File: config.mk
export PLATFORM = sky130hd
export DESIGN_NAME = entropy_sample_packer
export DESIGN_NICKNAME = d
export VERILOG_FILES = /design/src/rtl/entropy_sample_packer_pkg.sv /design/src/rtl/entropy_rep_health.sv /design/src/rtl/entropy_sample_packer.sv
export SDC_FILE = /design/constraint.sdc
export NUM_CORES = 1
export LEC_CHECK = 0
export CORE_UTILIZATION = 45
export DETAILED_ROUTE_END_ITERATION = 8
export GPL_ROUTABILITY_DRIVEN = 0
export PLACE_DENSITY = 0.67
export SETUP_SLACK_MARGIN = 0.15
export SYNTH_ARGS = -nofsm -noshare
export SYNTH_HDL_FRONTEND = slang
export SYNTH_SLANG_ARGS = --single-unit
File: constraint.sdc
create_clock -name clock -period 3.3 [get_ports clock]
set_input_delay 0.66 -clock clock [delete_from_list [all_inputs] [get_ports clock]]
set_output_delay 0.66 -clock clock [all_outputs]
set_load 0.01 [all_outputs]
File: src/rtl/entropy_sample_packer_pkg.sv
// Shared constants and FSM state encoding for the entropy sample packer
// and the extractor-side bench that drives alongside it.
package entropy_sample_packer_pkg;

    localparam int WORD_BITS = 32;

    typedef enum logic [2:0] {
        ST_IDLE    = 3'd0,
        ST_COLLECT = 3'd1,
        ST_EMIT    = 3'd2,
        ST_FINAL   = 3'd3,
        ST_DONE    = 3'd4
    } state_t;

endpackage

File: src/rtl/entropy_rep_health.sv
// Repetition-count health test: counts consecutive identical raw samples and
// raises a sticky fail flag once the run length reaches REP_LIMIT.
module entropy_rep_health #(
    parameter int SAMPLE_WIDTH = 20,
    parameter int REP_LIMIT    = 32
) (
    input  logic                    clock,
    input  logic                    reset,
    input  logic                    clear,
    input  logic                    active,
    input  logic                    sample_valid,
    input  logic [SAMPLE_WIDTH-1:0] sample,
    output logic                    health_fail
);

    localparam int CW = $clog2(REP_LIMIT + 1);

    logic [SAMPLE_WIDTH-1:0] prev_q;
    logic                    have_prev_q;
    logic [CW-1:0]           rep_cnt_q;
    logic [CW-1:0]           rep_cnt_d;
    logic                    fail_q;

    // Saturate at the limit so a long stuck run cannot wrap the counter.
    always_comb begin
        rep_cnt_d = CW'(1);
        if (have_prev_q && (sample == prev_q)) begin
            rep_cnt_d = (rep_cnt_q == CW'(REP_LIMIT)) ? rep_cnt_q : rep_cnt_q + CW'(1);
        end
    end

    always_ff @(posedge clock) begin
        if (reset || clear) begin
            prev_q      <= '0;
            have_prev_q <= 1'b0;
            rep_cnt_q   <= '0;
            fail_q      <= 1'b0;
        end else if (active && sample_valid) begin
            prev_q      <= sample;
            have_prev_q <= 1'b1;
            rep_cnt_q   <= rep_cnt_d;
            if (rep_cnt_d == CW'(REP_LIMIT)) begin
                fail_q <= 1'b1;
            end
        end
    end

    assign health_fail = fail_q;

endmodule

File: src/rtl/entropy_sample_packer.sv
// Packs the noisy low-order bits of AC97 samples into 32-bit words for the
// Keccak extractor, honouring buffer_full and closing each run with an empty block.
module entropy_sample_packer
    import entropy_sample_packer_pkg::*;
#(
    parameter int SAMPLE_WIDTH    = 20,
    parameter int BITS_PER_SAMPLE = 4,
    parameter int REP_LIMIT       = 32
) (
    input  logic                    clock,
    input  logic                    reset,
    input  logic                    start,
    input  logic [31:0]             n_words,
    input  logic [SAMPLE_WIDTH-1:0] sample,
    input  logic                    sample_ready,
    input  logic                    buffer_full,
    output logic [31:0]             entropy,
    output logic [1:0]              entropy_bytes,
    output logic                    entropy_ready,
    output logic                    is_last,
    output logic                    done,
    output logic                    health_fail,
    output logic                    overrun
);

    // state   | meaning
    // IDLE    | waiting for start
    // COLLECT | shifting sample bits into the accumulator
    // EMIT    | holding a completed word until the extractor accepts it
    // FINAL   | sending the empty is_last block
    // DONE    | run complete, done held high

    localparam int         B         = BITS_PER_SAMPLE;
    localparam int         ACC_BITS  = WORD_BITS - B;
    localparam logic [5:0] LAST_FILL = 6'(ACC_BITS);

    state_t                state_q, state_d;
    logic [ACC_BITS-1:0]   acc_q;
    logic [5:0]            bit_cnt_q;
    logic [WORD_BITS-1:0]  word_q;
    logic [WORD_BITS-1:0]  word_cnt_q;
    logic [WORD_BITS-1:0]  n_words_q;
    logic                  overrun_q;
    logic [WORD_BITS-1:0]  acc_next;
    logic                  word_complete;
    logic                  last_word;
    logic                  health_active;

    assign acc_next      = {acc_q, sample[B-1:0]};
    assign word_complete = (bit_cnt_q == LAST_FILL);
    assign last_word     = ((word_cnt_q + 32'd1) == n_words_q);
    assign health_active = (state_q == ST_COLLECT) || (state_q == ST_EMIT);

    always_ff @(posedge clock) begin
        if (reset) begin
            state_q <= ST_IDLE;
        end else begin
            state_q <= state_d;
        end
    end

    // A start in any state wins over everything else and suppresses the
    // strobe of the run it is aborting.
    always_comb begin
        state_d       = state_q;
        entropy       = '0;
        entropy_ready = 1'b0;
        is_last       = 1'b0;
        done          = 1'b0;
        case (state_q)
            ST_COLLECT: begin
                if (sample_ready && word_complete) state_d = ST_EMIT;
            end
            ST_EMIT: begin
                entropy = word_q;
                if (!buffer_full) begin
                    entropy_ready = 1'b1;
                    state_d       = last_word ? ST_FINAL : ST_COLLECT;
                end
            end
            ST_FINAL: begin
                if (!buffer_full) begin
                    entropy_ready = 1'b1;
                    is_last       = 1'b1;
                    state_d       = ST_DONE;
                end
            end
            ST_DONE: done = 1'b1;
            default: ;
        endcase
        if (start) begin
            state_d       = (n_words == '0) ? ST_FINAL : ST_COLLECT;
            entropy_ready = 1'b0;
            is_last       = 1'b0;
        end
    end

    always_ff @(posedge clock) begin
        if (reset) begin
            acc_q      <= '0;
            bit_cnt_q  <= '0;
            word_q     <= '0;
            word_cnt_q <= '0;
            n_words_q  <= '0;
            overrun_q  <= 1'b0;
        end else if (start) begin
            acc_q      <= '0;
            bit_cnt_q  <= '0;
            word_cnt_q <= '0;
            n_words_q  <= n_words;
            overrun_q  <= 1'b0;
        end else begin
            case (state_q)
                ST_COLLECT: begin
                    if (sample_ready) begin
                        if (word_complete) begin
                            word_q    <= acc_next;
                            acc_q     <= '0;
                            bit_cnt_q <= '0;
                        end else begin
                            acc_q     <= acc_next[ACC_BITS-1:0];
                            bit_cnt_q <= bit_cnt_q + 6'(B);
                        end
                    end
                end
                ST_EMIT: begin
                    if (sample_ready) overrun_q <= 1'b1;
                    if (!buffer_full) word_cnt_q <= word_cnt_q + 32'd1;
                end
                default: ;
            endcase
        end
    end

    entropy_rep_health #(
        .SAMPLE_WIDTH (SAMPLE_WIDTH),
        .REP_LIMIT    (REP_LIMIT)
    ) u_health (
        .clock        (clock),
        .reset        (reset),
        .clear        (start),
        .active       (health_active),
        .sample_valid (sample_ready),
        .sample       (sample),
        .health_fail  (health_fail)
    );

    assign entropy_bytes = 2'b00;
    assign overrun       = overrun_q;

endmodule

==> results of run 1 <==
## cell usage in the layout (no fill, tap or decap), types with 13 or more instances in the layout
| cell type | n |
|---|---|
| a21oi_1 | 94 |
| and2_1 | 34 |
| buf_4 | 27 |
| clkbuf_16 | 17 |
| clkdlybuf4s50_1 | 91 |
| dfxtp_1 | 160 |
| mux2i_1 | 32 |
| nand2_1 | 185 |
| nand3_1 | 17 |
| nand4_1 | 21 |
| nor2_1 | 95 |
| nor3_1 | 16 |
| nor4_1 | 18 |
| o21ai_0 | 16 |
| or3_1 | 13 |
| xnor2_1 | 51 |
| xor2_1 | 39 |
## final cells by class
type / instances / area, sq um / share of cell area, %
Clock buffer: 20 / 447 / 4.76
Inverter: 4 / 15.0 / 0.160
Tap cell: 220 / 275 / 2.93
Sequential cell: 160 / 3200 / 34.1
Clock inverter: 11 / 114 / 1.21
Timing Repair Buffer: 120 / 1120 / 12.0
Multi-Input combinational cell: 725 / 4210 / 44.8
## repair_timing
item / 4_1_cts / 5_1_grt
resized for setup: 0 / 1
setup endpoints to repair: 0 / 1
hold endpoints to repair: 0 / 0
## metrics by stage
step / instances / hold slack (ns) / utilization [%] / power [W] / setup WS, ns
3_3_place_gp: 1229 / 0.439 / 53.2 / 0.00240 / 0.279
3_5_place_dp: 1229 / 0.442 / 53.2 / 0.00240 / 0.233
5_1_grt: 1260 / 0.472 / 56.6 / 0.00441 / 0.184
6_report: 1260 / 0.448 / 56.6 / 0.00426 / 0.294
2_1_floorplan: 950 / 0.432 / - / 0.00224 / 0.505
4_1_cts: 1260 / 0.451 / 56.5 / 0.00429 / 0.283
## sequential cells by signal, summed over array words and instances (netlist names)
| register | flops |
|---|---|
| word_cnt_q | 32 |
| u_health.rep_cnt_q | 6 |
| u_health.health_fail | 1 |
| overrun | 1 |
| state_q | 3 |
| bit_cnt_q | 4 |
| n_words_q | 32 |
| word_q | 32 |
| u_health.prev_q | 20 |
| u_health.have_prev_q | 1 |
| acc_q | 28 |
## worst paths after layout
kind                      start          to  slack (ns)
setup / recovery  word_cnt_q[0]  state_q[1]        0.29
hold / removal       word_q[19]  word_q[19]        0.45
setup reg to reg  word_cnt_q[0]  state_q[1]        0.29
hold reg to reg      word_q[19]  word_q[19]        0.45
## critical path, cell delays in order, from the launching register on
cell and delay (ns):
dfxtp_1 0.45, ha_1 0.38, nand3_1 0.14, or4_1 0.68, o31a_1 0.35, or4_1 0.51
a311o_1 0.34, o21ai_2 0.10
## logic make-up after synthesis
| family | after synthesis |
|---|---|
| other cells | 1 |
| buf+inv | 65 |
| compound gates | 147 |
| mux | 32 |
| simple gates | 450 |
| flops | 160 |
| xor+xnor | 90 |
| fa+ha+maj | 4 |
## layer usage
layer | global-route usage (%) | vias up | routed length [um]
li1 | - | 3389 | -
met1 | 30.2 | 3105 | 9120
met2 | 34.0 | 176 | 8260
met3 | 5.25 | 18 | 1080
met4 | 7.60 | 0 | 257
met5 | 0 | - | 0
## where the power goes
| part | switching [W] | leakage [nW] | internal, W |
|---|---|---|---|
| Sequential | 0.0000336 | 1.30 | 0.00197 |
| Clock | 0.000777 | 0.276 | 0.00112 |
| Combinational | 0.000195 | 1.71 | 0.000163 |
| Total | 0.00101 | 3.28 | 0.00325 |
==> impl_metrics.tcl, run 1 <==
set metrics [dict create \
    drt_iter0_markers 562 \
    nNetsFinal 1089 \
    ys_ff_latch 160 \
    ys_top_cells_by_area "dfxtp_1, nand2_1, a21oi_1" \
    synth_seq_area_share_pct 41.8 \
    p_leak_nw 3.28 \
    start_util_pct 46.2 \
    max_clock_freq_mhz 333 \
    tightest_slew_ns 0.743 \
    skew_ns 0.00730 \
    grt_first_pass_wirelength_um 30800 \
    area_delta_synth_final_pct 22.5 \
    grt_overflow 0 \
    synth_compound_area_share_pct 11.0 \
    rsz0062_at_grt "false" \
    dieArea_sq_mm 0.0175 \
    drt-pass1-iter-count 5 \
    cts.path.max_buffers 2 \
    die_h_um 132 \
    antenna_cells 0 \
    core_area_sq_mm 0.0166 \
    antenna_left 0 \
    synthMuxAreaShare_pct 4.18 \
    clk_pin_slew_ns 0.06 \
    drc 0 \
    placement_rows 47 \
    cap_viol_max_count 0 \
    final_max_slew_viol_count 0 \
    synth_flop_cell "dfxtp_1" \
    grt_pass1_vias 6191 \
    cts.htree.levels 4 \
    wl_per_cell_um 14.9 \
    dpl-instance-area_sq_mm 0.00882 \
    yosys.area_share.simple_pct 28.2 \
    grt.total_usage_pct 22.1 \
    hp-class "register to register" \
    cts_hold_buf 0 \
    relSlewSlack_pct 50.4 \
    async_flop_share_pct 0 \
    cts_setup_buffers 0 \
    hold_depth 2 \
    final-setup-viol-count 0 \
    design_area_sq_mm 0.00938 \
    fin_crit_sh_pct 91.1 \
    yosysTopAreaCellShare_pct 41.8 \
    viasPerCell 5.31 \
    cts_tree "built" \
    ys_warn_count 0 \
    arrival_ns 3.37 \
    worstPathMaxFanout 8 \
    synth_area_sq_mm 0.00766 \
    drive_gt1_share_pct 7.02 \
    synthXorXnorAreaFrac_pct 10.3 \
    yosys.area.top_type "dfxtp_1" \
    grt_max_degree 69 \
    reg2regPathDepth 7 \
    synth_cells 949 \
    fin_crit_ns 3.01 \
    status "finished clean" \
    antenna_found_initial 0 \
    ys_types 59 \
    worstSetupPathType "register to register" \
    hpwlAfterDp_um 13000 \
    wirelength_um 18700 \
    synth_top_family_by_area "simple AND/OR/NAND/NOR gates" \
    critPathRequiredTime_ns 3.66 \
    cts_root_buf "clkbuf_16" \
    critPathLaunchType "register" \
    yosysMostFrequentCell "nand2_1" \
    cts_sinks 160 \
    yosys-top-cells-count "nand2_1, dfxtp_1, nor2_1" \
    end_kind "register" \
    synth-edff-count 0 \
    die_w_um 132 \
    num_vias 6688 \
    fillers 1578 \
    tns_ns 0 \
    synthAdderAreaFrac_pct 0.653 \
    ir_drop_v 0.000372 \
    ios 96 \
    clk_latency_ns 0.43 \
    hold_violations 0 \
    cts_buffers 17 \
    p_per_area_mw_per_mm2 454 \
    syn_area_per_cell_sq_um 8.07 \
    io_buffers 93 \
]
Note: power is estimated with default switching activity, not from simulation.
==> run 2: changes to the inputs <==
--- a/config.mk
+++ b/config.mk
@@ -8,7 +8,8 @@
 export CORE_UTILIZATION = 45
 export DETAILED_ROUTE_END_ITERATION = 8
 export GPL_ROUTABILITY_DRIVEN = 0
-export PLACE_DENSITY = 0.67
+export PLACE_DENSITY = 0.71
+export REMOVE_ABC_BUFFERS = 1
 export SETUP_SLACK_MARGIN = 0.15
 export SYNTH_ARGS = -nofsm -noshare
 export SYNTH_HDL_FRONTEND = slang
==> run 2 against run 1 <==
Net effect:
- fmax increased by 0.72%
- core utilization is 0.28 points higher
- die area stayed put
- clock power increased by 2%
- final area up 0.49%
- sequential cell count stayed put
- via count grew 0.60%
- critical endpoint unchanged
==> impl_metrics.tcl, run 2 (same netlist as run 1, synthesis figures left out) <==
set metrics [dict create \
    status "finished clean" \
    grt_first_pass_wirelength_um 30200 \
    power_w 0.00429 \
    num_vias 6728 \
    arrival_ns 3.35 \
    cts_hold_buf 0 \
    clk_latency_ns 0.43 \
    clk_pin_slew_ns 0.07 \
    grt_max_degree 73 \
    cpPeakStageDelay_ns 0.69 \
    cp_cell_sequence "ha_2 > nand3_1 > or4_1 > o31a_1 > or4_1 > a311o_1 > o21ai_2" \
    max_clock_freq_mhz 335 \
    fin_crit_ns 2.98 \
    io_buffers 93 \
    cts.htree.levels 4 \
    core_area_sq_mm 0.0166 \
    p_leak_nw 3.29 \
    tns_ns 0 \
    viasPerCell 5.33 \
    cts_sinks 160 \
    crit_top_cell "or4_1" \
    critPathRequiredTime_ns 3.66 \
    nNetsFinal 1090 \
    fin_crit_sh_pct 90.4 \
    grt_pass1_vias 6103 \
    holdWs_ns 0.452 \
    drt-pass1-iter-count 7 \
    final_common_cell "nand2_1" \
    r2r_slack_ns 0.32 \
    cap_viol_max_count 0 \
    wirelength_um 18000 \
    die_h_um 132 \
    worstSetupPathType "register to register" \
    tightest_slew_ns 0.786 \
    drc 0 \
    area_delta_synth_final_pct 23.1 \
    cts_tree "built" \
    start_util_pct 46.2 \
    dieArea_sq_mm 0.0175 \
    hold_violations 0 \
    cts.path.max_buffers 2 \
    ios 96 \
    cts_buffers 17 \
    antenna_cells 0 \
    worstPathMaxFanout 8 \
    post-route-util_pct 56.9 \
    rsz0062_at_grt "false" \
    antenna_left 0 \
    drive_gt1_share_pct 7.39 \
    die_w_um 132 \
    final-setup-viol-count 0 \
    wl_per_cell_um 14.3 \
    end_kind "register" \
    critPathLaunchType "register" \
    skew_ns 0.00885 \
    slowest_stage "or4_1" \
    antenna_found_initial 0 \
    hp-class "register to register" \
    relSlewSlack_pct 47.6 \
    grt.total_usage_pct 21.3 \
    cts_root_buf "clkbuf_16" \
    grt_overflow 0 \
    placement_rows 47 \
    hpwlAfterDp_um 12500 \
    reg_top3 "n_words_q (32), word_cnt_q (32), word_q (32)" \
    p_per_area_mw_per_mm2 455 \
    ir_drop_v 0.000317 \
    final_max_slew_viol_count 0 \
    most-common-layout-cells "nand2_1, dfxtp_1, nor2_1" \
    drt_iter0_markers 516 \
]
[run 2: cell count changes in the layout (fill, tap and decap cells not counted)]
cell and delta:
clkinvlp_4 -1, clkinv_4 +3, bufinv_16 -1, inv_6 +4, clkinv_2 -6, inv_8 +3
buf_12 +1, ha_2 +1, clkbuf_1 -1, ha_1 -1
[run 2: report_power, final]
group | internal [W] | switching [W]
Combinational | 0.000161 | 0.000190
Sequential | 0.00197 | 0.0000325
Clock | 0.00109 | 0.000851
[run 2: per-stage QoR]
| step | setup slack (ns) | instance area, sq um | cells |
|---|---|---|---|
| 2_1_floorplan | -2.66 | 7380 | 889 |
| 3_3_place_gp | 0.321 | 8840 | 1230 |
| 3_5_place_dp | 0.259 | 8840 | 1230 |
| 4_1_cts | 0.224 | 9420 | 1262 |
| 5_1_grt | 0.167 | 9430 | 1262 |
| 6_report | 0.315 | 9430 | 1262 |
[run 2: area by class of cell]
cell class / count / area (sq um)
Fill cell: 1550 / 7150
Clock buffer: 19 / 443
Clock inverter: 13 / 141
Inverter: 4 / 15.0
Multi-Input combinational cell: 725 / 4210
Timing Repair Buffer: 121 / 1140
Tap cell: 220 / 275
Sequential cell: 160 / 3200
[run 2: critical path: cells and delay by family, from the launching register on]
family                   cells  cell delay (ns)
AND/OR/NAND/NOR              3             1.31
adder cells (fa/ha/maj)      1             0.32
AO/OA/AOI/OAI                3             0.83
flip-flops                   1             0.46
[run 2: final timing paths]
check                                    from         end  cells after the start
worst max-delay path            word_cnt_q[0]  state_q[1]                      7
worst min-delay path                word_q[2]   word_q[2]                      2
worst max register to register  word_cnt_q[0]  state_q[1]                      7
worst min register to register      word_q[2]   word_q[2]                      2
[run 2: per-layer routing]
| metal | GRT usage (%) | vias to the layer above | wire length (um) | part of all wire [%] |
|---|---|---|---|---|
| met3 | 4.10 | 40 | 712 | 4.0 |
| met1 | 29.7 | 3140 | 8850 | 49 |
| met5 | 0 | - | 0 | 0 |
| met2 | 32.7 | 158 | 8020 | 45 |
| met4 | 7.92 | 0 | 435 | 2.4 |
| li1 | - | 3390 | - | - |
[run 2: what timing repair did]
| action | in CTS | in global routing |
|---|---|---|
| setup endpoints to repair | 0 | 1 |
| gates resized for setup | 0 | 2 |
| buffers inserted | 0 | 0 |
==> run 3: changes to the inputs <==
--- a/config.mk
+++ b/config.mk
@@ -9,7 +9,6 @@
 export DETAILED_ROUTE_END_ITERATION = 8
 export GPL_ROUTABILITY_DRIVEN = 0
 export PLACE_DENSITY = 0.71
-export REMOVE_ABC_BUFFERS = 1
 export SETUP_SLACK_MARGIN = 0.15
 export SYNTH_ARGS = -nofsm -noshare
 export SYNTH_HDL_FRONTEND = slang
==> run 3 against run 2 <==
Net effect:
- critical path depth down 2
- die area unchanged
- routed wire length grew 2.8%
- worst hold slack lost 0.0046 ns
- sequential cell count is the same
- largest power group is now the clock network
- highest routed layer unchanged
==> impl_metrics.tcl, run 3 (same netlist as run 1, synthesis figures left out) <==
set metrics [dict create \
    start_util_pct 46.2 \
    pre_cts_ws_ns 0.166 \
    tns_ns 0 \
    drc 0 \
    most-common-layout-cells "nand2_1, dfxtp_1, nor2_1, a21oi_1, clkdlybuf4s50_1" \
    clk_pin_slew_ns 0.06 \
    antenna_found_initial 0 \
    die_h_um 132 \
    cts.htree.levels 4 \
    dieArea_sq_mm 0.0175 \
    p_per_area_mw_per_mm2 466 \
    drt_iter0_markers 511 \
    critPathRequiredTime_ns 2.64 \
    rsz0062_at_grt "false" \
    placed_cells 1227 \
    antenna_cells 0 \
    fin_crit_sh_pct 89.2 \
    cp_cell_sequence "nand2b_1 > nor2_2 > buf_4 > and2_1 > clkdlybuf4s50_1" \
    cts_setup_buffers 0 \
    arrival_ns 2.28 \
    area_delta_synth_final_pct 23.0 \
    final-setup-viol-count 0 \
    cts_root_buf "clkbuf_16" \
    dpl-instance-area_sq_mm 0.00880 \
    r2r_slack_ns 0.37 \
    placement_rows 47 \
    max_clock_freq_mhz 340 \
    tightest_slew_ns 0.794 \
    grt_max_degree 73 \
    grt_overflow 0 \
    status "finished clean" \
    critPathLaunchType "register" \
    design_area_sq_mm 0.00942 \
    p_leak_nw 3.29 \
    worstPathMaxFanout 36 \
    nNetsFinal 1087 \
    drt-pass1-iter-count 5 \
    holdWs_ns 0.447 \
    cap_viol_max_count 0 \
    final_common_cell "nand2_1" \
    antenna_left 0 \
    die_w_um 132 \
    worstSetupPathType "register to output pin" \
    cts_sinks 160 \
    clk_latency_ns 0.43 \
    hp-class "register to register" \
    ios 96 \
    core_area_sq_mm 0.0166 \
    num_vias 6691 \
    ir_drop_v 0.000397 \
    wirelength_um 18500 \
    cts.path.max_buffers 2 \
    cts_tree "built" \
    setup_slack_ns 0.358 \
    grt_first_pass_wirelength_um 30600 \
    end_kind "output pin" \
    grt.total_usage_pct 21.8 \
    relSlewSlack_pct 47.0 \
    stdcell_count 1258 \
    wl_per_cell_um 14.7 \
    drive_gt1_share_pct 7.03 \
    io_buffers 93 \
    crit_family "buffers and inverters" \
    cp_num_buf_inv 2 \
    fin_crit_ns 2.94 \
    hpwlAfterDp_um 13000 \
    hold_violations 0 \
    viasPerCell 5.32 \
    slowest_stage "clkdlybuf4s50_1" \
    grt_pass1_vias 6245 \
    cpPeakStageDelay_ns 0.55 \
    reg_top3 "n_words_q (32), word_cnt_q (32), word_q (32)" \
    final_max_slew_viol_count 0 \
    skew_ns 0.00652 \
    cts_buffers 17 \
]
==> run 3: cell type report <==
cell class / count / area, sq um
clock buffers: 19 / 453
inverters: 4 / 15.0
clock inverters: 12 / 159
well taps: 220 / 275
flip-flops and latches: 160 / 3200
repair buffers: 118 / 1110
multi-input cells: 725 / 4210
fillers: 1557 / 7160
==> run 3: worst paths after layout <==
kind	to	cells past startpoint	startpoint
max	entropy[31]	5	state_q[1]
max reg2reg	state_q[1]	7	word_cnt_q[0]
min reg2reg	word_q[20]	2	word_q[20]
min	word_q[20]	2	word_q[20]
==> run 3: where the power goes <==
part / internal [W] / switching [W] / total, W
Clock: 0.00123 / 0.000804 / 0.00203
Sequential: 0.00197 / 0.0000338 / 0.00200
Combinational: 0.000160 / 0.000192 / 0.000352
==> run 3: per-layer routing <==
layer / global-route usage (%) / share of wire [%]
met5: 0 / 0
met4: 6.70 / 1.4
met3: 5.90 / 5.8
met2: 33.4 / 44
met1: 29.9 / 49
==> run 3: repair_timing <==
action,in CTS,in global routing
hold buffers,0,0
endpoints found under the hold margin,0,0
setup endpoints to repair,0,1
gates resized for setup,0,3
==> run 3: worst reg2reg max path, delay by kind of cell, from the launching register on <==
| family | cells | cell delay, ns |
|---|---|---|
| flops | 1 | 0.46 |
| fa+ha+maj | 1 | 0.32 |
| compound gates | 3 | 0.78 |
| simple gates | 3 | 1.31 |
==> run 3: through the flow <==
| stage | power, W | utilization (%) |
|---|---|---|
| final | 0.00439 | 56.8 |
| after detailed placement | 0.00239 | 53.0 |
| after CTS | 0.00442 | 56.7 |
| after floorplan | 0.00224 | - |
| after global routing | 0.00454 | 56.8 |
| after global placement | 0.00239 | 53.0 |
